### src/rtl/clock_set_controller.sv
// Time-setting sequencer: arbitrates mode/up/down buttons between RUN and a four-digit edit sequence.
// Optional auto-repeat of held up/down buttons is enabled with `define CLOCK_SET_AUTOREPEAT_EN.
module clock_set_controller #(
  parameter int TIMEOUT_TICKS = 10,
  parameter int REPEAT_DLY    = 500,
  parameter int REPEAT_RATE   = 100
) (
  input  logic       clk,
  input  logic       reset,
  input  logic       tick,
  input  logic       btn_mode,
  input  logic       btn_up,
  input  logic       btn_down,
  output logic       pause,
  output logic       count_en,
  output logic [1:0] digit_sel,
  output logic       add_pulse,
  output logic       sub_pulse,
  output logic       blink,
  output logic       set_done,
  output logic [2:0] state_dbg
);

  typedef enum logic [2:0] {RUN, SET_HT, SET_HO, SET_MT, SET_MO} state_t;

  if (TIMEOUT_TICKS < 1 || TIMEOUT_TICKS > 255 || REPEAT_DLY < 2 || REPEAT_RATE < 2) begin : g_param_check
    $error("clock_set_controller: parameter out of range");
  end

  state_t     state, state_n;
  logic       mode_q, up_q, down_q;
  logic [7:0] idle_cnt, idle_cnt_n;
  logic       blink_n;
  logic       mode_edge, up_edge, down_edge, in_set;
  logic       edge_add, edge_sub, add_n, sub_n, pulse_now;
  logic       rpt_add, rpt_sub;

  assign mode_edge = btn_mode & ~mode_q;
  assign up_edge   = btn_up & ~up_q;
  assign down_edge = btn_down & ~down_q;
  assign in_set    = (state != RUN);
  assign state_dbg = state;

  // A mode edge always wins over a simultaneous up/down edge; pressing both buttons gives nothing.
  assign edge_add = in_set & ~mode_edge & up_edge & ~btn_down;
  assign edge_sub = in_set & ~mode_edge & down_edge & ~btn_up;

`ifdef CLOCK_SET_AUTOREPEAT_EN
  logic [15:0] rpt_cnt;
  logic        rpt_act, rpt_dir, rpt_fast, hold_match, rpt_fire;

  assign hold_match = in_set & ~mode_edge & (btn_up ^ btn_down) & (rpt_dir ? btn_up : btn_down);
  assign rpt_fire   = rpt_act & hold_match &
                      (rpt_cnt == (rpt_fast ? 16'(REPEAT_RATE - 1) : 16'(REPEAT_DLY - 1)));
  assign rpt_add    = rpt_fire & rpt_dir;
  assign rpt_sub    = rpt_fire & ~rpt_dir;

  // The counter is armed by the initial edge pulse and dies on release, both-pressed or state change.
  always_ff @(posedge clk or negedge reset) begin
    if (!reset) begin
      rpt_cnt  <= '0;
      rpt_act  <= 1'b0;
      rpt_dir  <= 1'b0;
      rpt_fast <= 1'b0;
    end else if (edge_add || edge_sub) begin
      rpt_cnt  <= '0;
      rpt_act  <= 1'b1;
      rpt_dir  <= edge_add;
      rpt_fast <= 1'b0;
    end else if (rpt_act && hold_match && state_n == state) begin
      if (rpt_fire) begin
        rpt_cnt  <= '0;
        rpt_fast <= 1'b1;
      end else begin
        rpt_cnt  <= rpt_cnt + 16'd1;
      end
    end else begin
      rpt_cnt  <= '0;
      rpt_act  <= 1'b0;
      rpt_fast <= 1'b0;
    end
  end
`else
  assign rpt_add = 1'b0;
  assign rpt_sub = 1'b0;
`endif

  assign add_n     = edge_add | rpt_add;
  assign sub_n     = edge_sub | rpt_sub;
  assign pulse_now = add_n | sub_n;

  always_comb begin
    state_n = state;
    if (mode_edge) begin
      unique case (state)
        RUN:     state_n = SET_HT;
        SET_HT:  state_n = SET_HO;
        SET_HO:  state_n = SET_MT;
        SET_MT:  state_n = SET_MO;
        default: state_n = RUN;
      endcase
    end else if (in_set && tick && !pulse_now && idle_cnt == 8'(TIMEOUT_TICKS - 1)) begin
      state_n = RUN;
    end
  end

  always_comb begin
    idle_cnt_n = idle_cnt;
    blink_n    = blink;
    if (state_n == RUN || state_n != state) begin
      idle_cnt_n = '0;
      blink_n    = 1'b0;
    end else begin
      if (pulse_now)  idle_cnt_n = '0;
      else if (tick)  idle_cnt_n = idle_cnt + 8'd1;
      if (tick)       blink_n    = ~blink;
    end
  end

  // Outputs are registered from the next state so they move on the same edge as the state.
  always_ff @(posedge clk or negedge reset) begin
    if (!reset) begin
      state     <= RUN;
      mode_q    <= 1'b0;
      up_q      <= 1'b0;
      down_q    <= 1'b0;
      idle_cnt  <= '0;
      blink     <= 1'b0;
      pause     <= 1'b0;
      count_en  <= 1'b0;
      digit_sel <= 2'd0;
      add_pulse <= 1'b0;
      sub_pulse <= 1'b0;
      set_done  <= 1'b0;
    end else begin
      state     <= state_n;
      mode_q    <= btn_mode;
      up_q      <= btn_up;
      down_q    <= btn_down;
      idle_cnt  <= idle_cnt_n;
      blink     <= blink_n;
      pause     <= (state_n != RUN);
      count_en  <= tick & (state == RUN) & (state_n == RUN);
      unique case (state_n)
        SET_HT:  digit_sel <= 2'd3;
        SET_HO:  digit_sel <= 2'd2;
        SET_MT:  digit_sel <= 2'd1;
        default: digit_sel <= 2'd0;
      endcase
      add_pulse <= add_n;
      sub_pulse <= sub_n;
      set_done  <= in_set & (state_n == RUN);
    end
  end

endmodule

### config.mk
export PLATFORM = sky130hd
export DESIGN_NAME = clock_set_controller
export DESIGN_NICKNAME = d
export VERILOG_FILES = /design/src/rtl/clock_set_controller.sv
export SDC_FILE = /design/constraint.sdc
export NUM_CORES = 1
export LEC_CHECK = 0
export BUFFER_PORTS_ARGS = -buffer_cell sky130_fd_sc_hd__buf_2
export CAP_MARGIN = 10
export CELL_PAD_IN_SITES_DETAIL_PLACEMENT = 0
export CELL_PAD_IN_SITES_GLOBAL_PLACEMENT = 1
export CORE_MARGIN = 4
export CORE_UTILIZATION = 38
export DETAILED_ROUTE_END_ITERATION = 10
export HOLD_SLACK_MARGIN = 0.06
export PLACE_DENSITY = 0.76
export SKIP_CTS_REPAIR_TIMING = 1
export SYNTH_ARGS = -nofsm -noshare
export SYNTH_HDL_FRONTEND = slang
export SYNTH_SLANG_ARGS = --single-unit
### constraint.sdc
create_clock -name clk -period 1.28 [get_ports clk]
set_input_delay 0.256 -clock clk [delete_from_list [all_inputs] [get_ports clk]]
set_output_delay 0.256 -clock clk [all_outputs]
set_load 0.005 [all_outputs]
==> flow_metrics.py <==
metrics = {
    "layout": {
        "area.growth.synth_to_final_pct": 35.3,
        "drive_gt1_share_pct": 45.4,
        "fin_util_pct": 55.4,
        "fin_nets": 139,
        "antennaDiodeCount": 0,
    },
    "global_route": {
        "grt_pass1_wl_microns": 3450,
        "met3_usage_pct": 3.40,
        "grt_use_met1_pct": 16.3,
        "grt_max_degree": 23,
        "grt_use_total_pct": 12.6,
        "first_global_vias": 750,
        "antenna_found_initial": 0,
        "busiest_layer": "met2",
        "grt_overflow": 0,
        "grtUsageMet2_pct": 21.0,
    },
    "drt": {
        "postRouteWirelength_microns": 2140,
        "route.antenna.remaining_nets": 0,
        "num_vias": 788,
        "drc": 0,
        "drt-initial-drc-count": 9,
        "routed_via_density": 4.93,
        "avgRoutedWirePerCell_microns": 13.4,
        "first_pass_iters": 4,
    },
    "synth": {
        "synth_enable_flop_cells": 0,
        "yosysTopAreaCellShare_pct": 52.9,
        "synthTopCellsByArea": "dfrtp_1 (53%), xnor2_1 (5.0%), nor2_1 (4.3%)",
        "async_reset_ff_share_pct": 100,
        "synth-seq-cells": 22,
        "synth.most_common_cell": "dfrtp_1",
        "synth_top_area_cell": "dfrtp_1",
        "ys_types": 31,
        "ys_seq_area_share_pct": 52.9,
        "syn_area_sq_um": 1040,
        "ys_warn_count": 0,
        "syn-num-nets": 98,
        "synth_common_cells": "dfrtp_1 (22), nor2_1 (12), nand2_1 (7)",
        "synthFlopType": "dfrtp_1",
        "synth.avg_cell_area_sq_um": 11.6,
        "syn_inst": 90,
    },
    "clock_tree": {
        "cts.path.max_buffers": 2,
        "htreeDepth": 1,
        "clkTransAtPathRegs_ns": 0.12,
        "cts_root_buffer": "clkbuf_4",
        "cts.sinks": 22,
        "cts_buffers": 3,
        "insertion_delay_ns": 0.30,
        "cts_tree": "done",
    },
    "min_path": {
        "hold_path_class": "in -> reg",
    },
    "power_and_ir_drop": {
        "total_power_mw": 2.25,
        "p_int_mw": 1.54,
        "combPwrFrac_pct": 43.6,
        "seq_power_share_pct": 39.7,
        "p_per_area_nw_per_um2": 1600,
        "power_leakage_nw": 0.649,
        "clock_power_share_pct": 16.7,
        "irDropWorstVdd_mv": 1.12,
        "p_sw_share_pct": 31.4,
        "p_switching_uw": 706,
    },
    "critical_path": {
        "crit_path_max_fanout": 8,
        "required_ns": 1.46,
        "cp_data_arrival_time_ns": 1.58,
        "critPathKind": "reg -> reg",
        "cp-start-kind": "flop",
        "end_kind": "flop",
    },
    "placed_design": {
        "numPortBuffers": 16,
        "place_congestion": 0.742,
        "post-dp-hpwl_microns": 1420,
    },
    "timing": {
        "fin_skew_ns": 0.00238,
        "hold_ws_ns": 0.267,
        "rsz0062_at_grt": "yes",
        "fin_crit_sh_pct": 109,
        "worst_slack_ns": -0.118,
        "post-route-min-period_ns": 1.40,
        "max_slew.worst_pin.slew_ns": 0.487,
        "finalMaxSlewViolations": 0,
        "maxSlewHeadroom_pct": 67.5,
        "fmax_ghz": 0.715,
        "finalSetupViolations": 16,
        "final-hold-violation-count": 0,
    },
    "floorplan": {
        "io_pins": 17,
        "initial_core_util_pct": 40.9,
        "core_sq_um": 2540,
        "rows": 18,
        "dieArea_sq_um": 3640,
        "fp.dieH_microns": 60.3,
        "die_width_microns": 60.3,
    },
    "job": {
        "cap_violations": 0,
    },
    "status": {
        "violations": "negative setup slack",
        "status": "finished, violations left",
    },
}
-- routing by layer --
metal  routed length (microns)  up-vias
met1                       939      389
met2                      1130       11
li1                          -      388
met5                         0        -
met4                         0        0
met3                        76        0
-- path summary, 6_finish.rpt --
kind	startpoint	end	slack [ns]	cells past startpoint
worst max-delay path	idle_cnt[1]	state_dbg[2]	-0.12	6
worst min-delay path	btn_down	add_pulse	0.27	3
worst max register to register	idle_cnt[1]	state_dbg[2]	-0.12	6
worst min register to register	down_q	sub_pulse	0.56	2
max in group asynchronous	reset	state_dbg[0]	0.51	2
min in group asynchronous	reset	idle_cnt[2]	0.44	2
-- kinds of logic after synthesis --
group | count (synthesis) | synth area share (%)
AOI/OAI and AO/OA | 9 | 6.49
xor gates and xnor gates | 9 | 7.57
adders and majority gates | 2 | 2.40
buffers and inverters | 5 | 2.76
DFF | 22 | 52.9
and+or+nand+nor | 43 | 27.9
-- registers in the layout, summed over array words and instances, names as in the netlist --
register,flops
sub_pulse,1
blink,1
mode_q,1
add_pulse,1
digit_sel,2
count_en,1
set_done,1
idle_cnt,8
down_q,1
pause,1
state_dbg,3
up_q,1
-- stage by stage --
step	worst slack (ns)	std cells	area (sq um)	setup TNS (ns)
floorplan	-0.00176	90	1040	-0.00176
global placement	-0.0319	143	1220	-0.159
detailed placement	-0.0789	143	1220	-0.538
CTS	-0.125	147	1250	-0.923
global route	-0.190	160	1410	-2.39
finish	-0.118	160	1410	-1.34
-- layout by cell type (no fill, tap or decap) --
master	count
o22ai_2	2
buf_2	15
nor3_1	1
dlygate4sd3_1	4
nor4_2	1
o32ai_1	1
clkbuf_8	1
dfrtp_1	22
nor2_1	9
a22o_1	1
nand2b_1	4
nand3b_1	3
nand4_4	1
nor4b_4	1
nor3_2	1
nand2_2	2
buf_4	17
xnor2_1	6
inv_1	1
ha_1	1
clkbuf_4	3
a211oi_2	1
a21o_1	1
buf_6	4
and4bb_4	1
ha_2	1
and2b_1	1
nor2_4	2
xor2_1	3
or3b_4	2
nor2_2	3
and3_2	1
o22ai_1	2
nand2_1	7
o21ai_0	1
nand4_1	3
-- critical path: stages (launching register included) --
cell	delay [ns]
dfrtp_1	0.39
inv_1	0.06
ha_2	0.17
nor4b_4	0.19
nand2_2	0.11
nor2_4	0.24
o22ai_1	0.12
-- final cells by class --
cell class,instances,area (sq um)
Clock buffer,4,36.3
Fill cell,243,1140
Inverter,1,3.75
Multi-Input combinational cell,63,493
Sequential cell,22,551
Tap cell,30,37.5
Timing Repair Buffer,40,288
-- power groups by stage --
stage	Clock, mW	Combinational [mW]	Sequential (mW)
3_3_place_gp	0	0.748	0.897
2_1_floorplan	0	0.435	0.926
3_5_place_dp	0	0.770	0.902
4_1_cts	0.390	0.775	0.888
6_report	0.375	0.981	0.893
5_1_grt	0.427	1.06	0.908
Note: power is estimated with default switching activity, not from simulation.
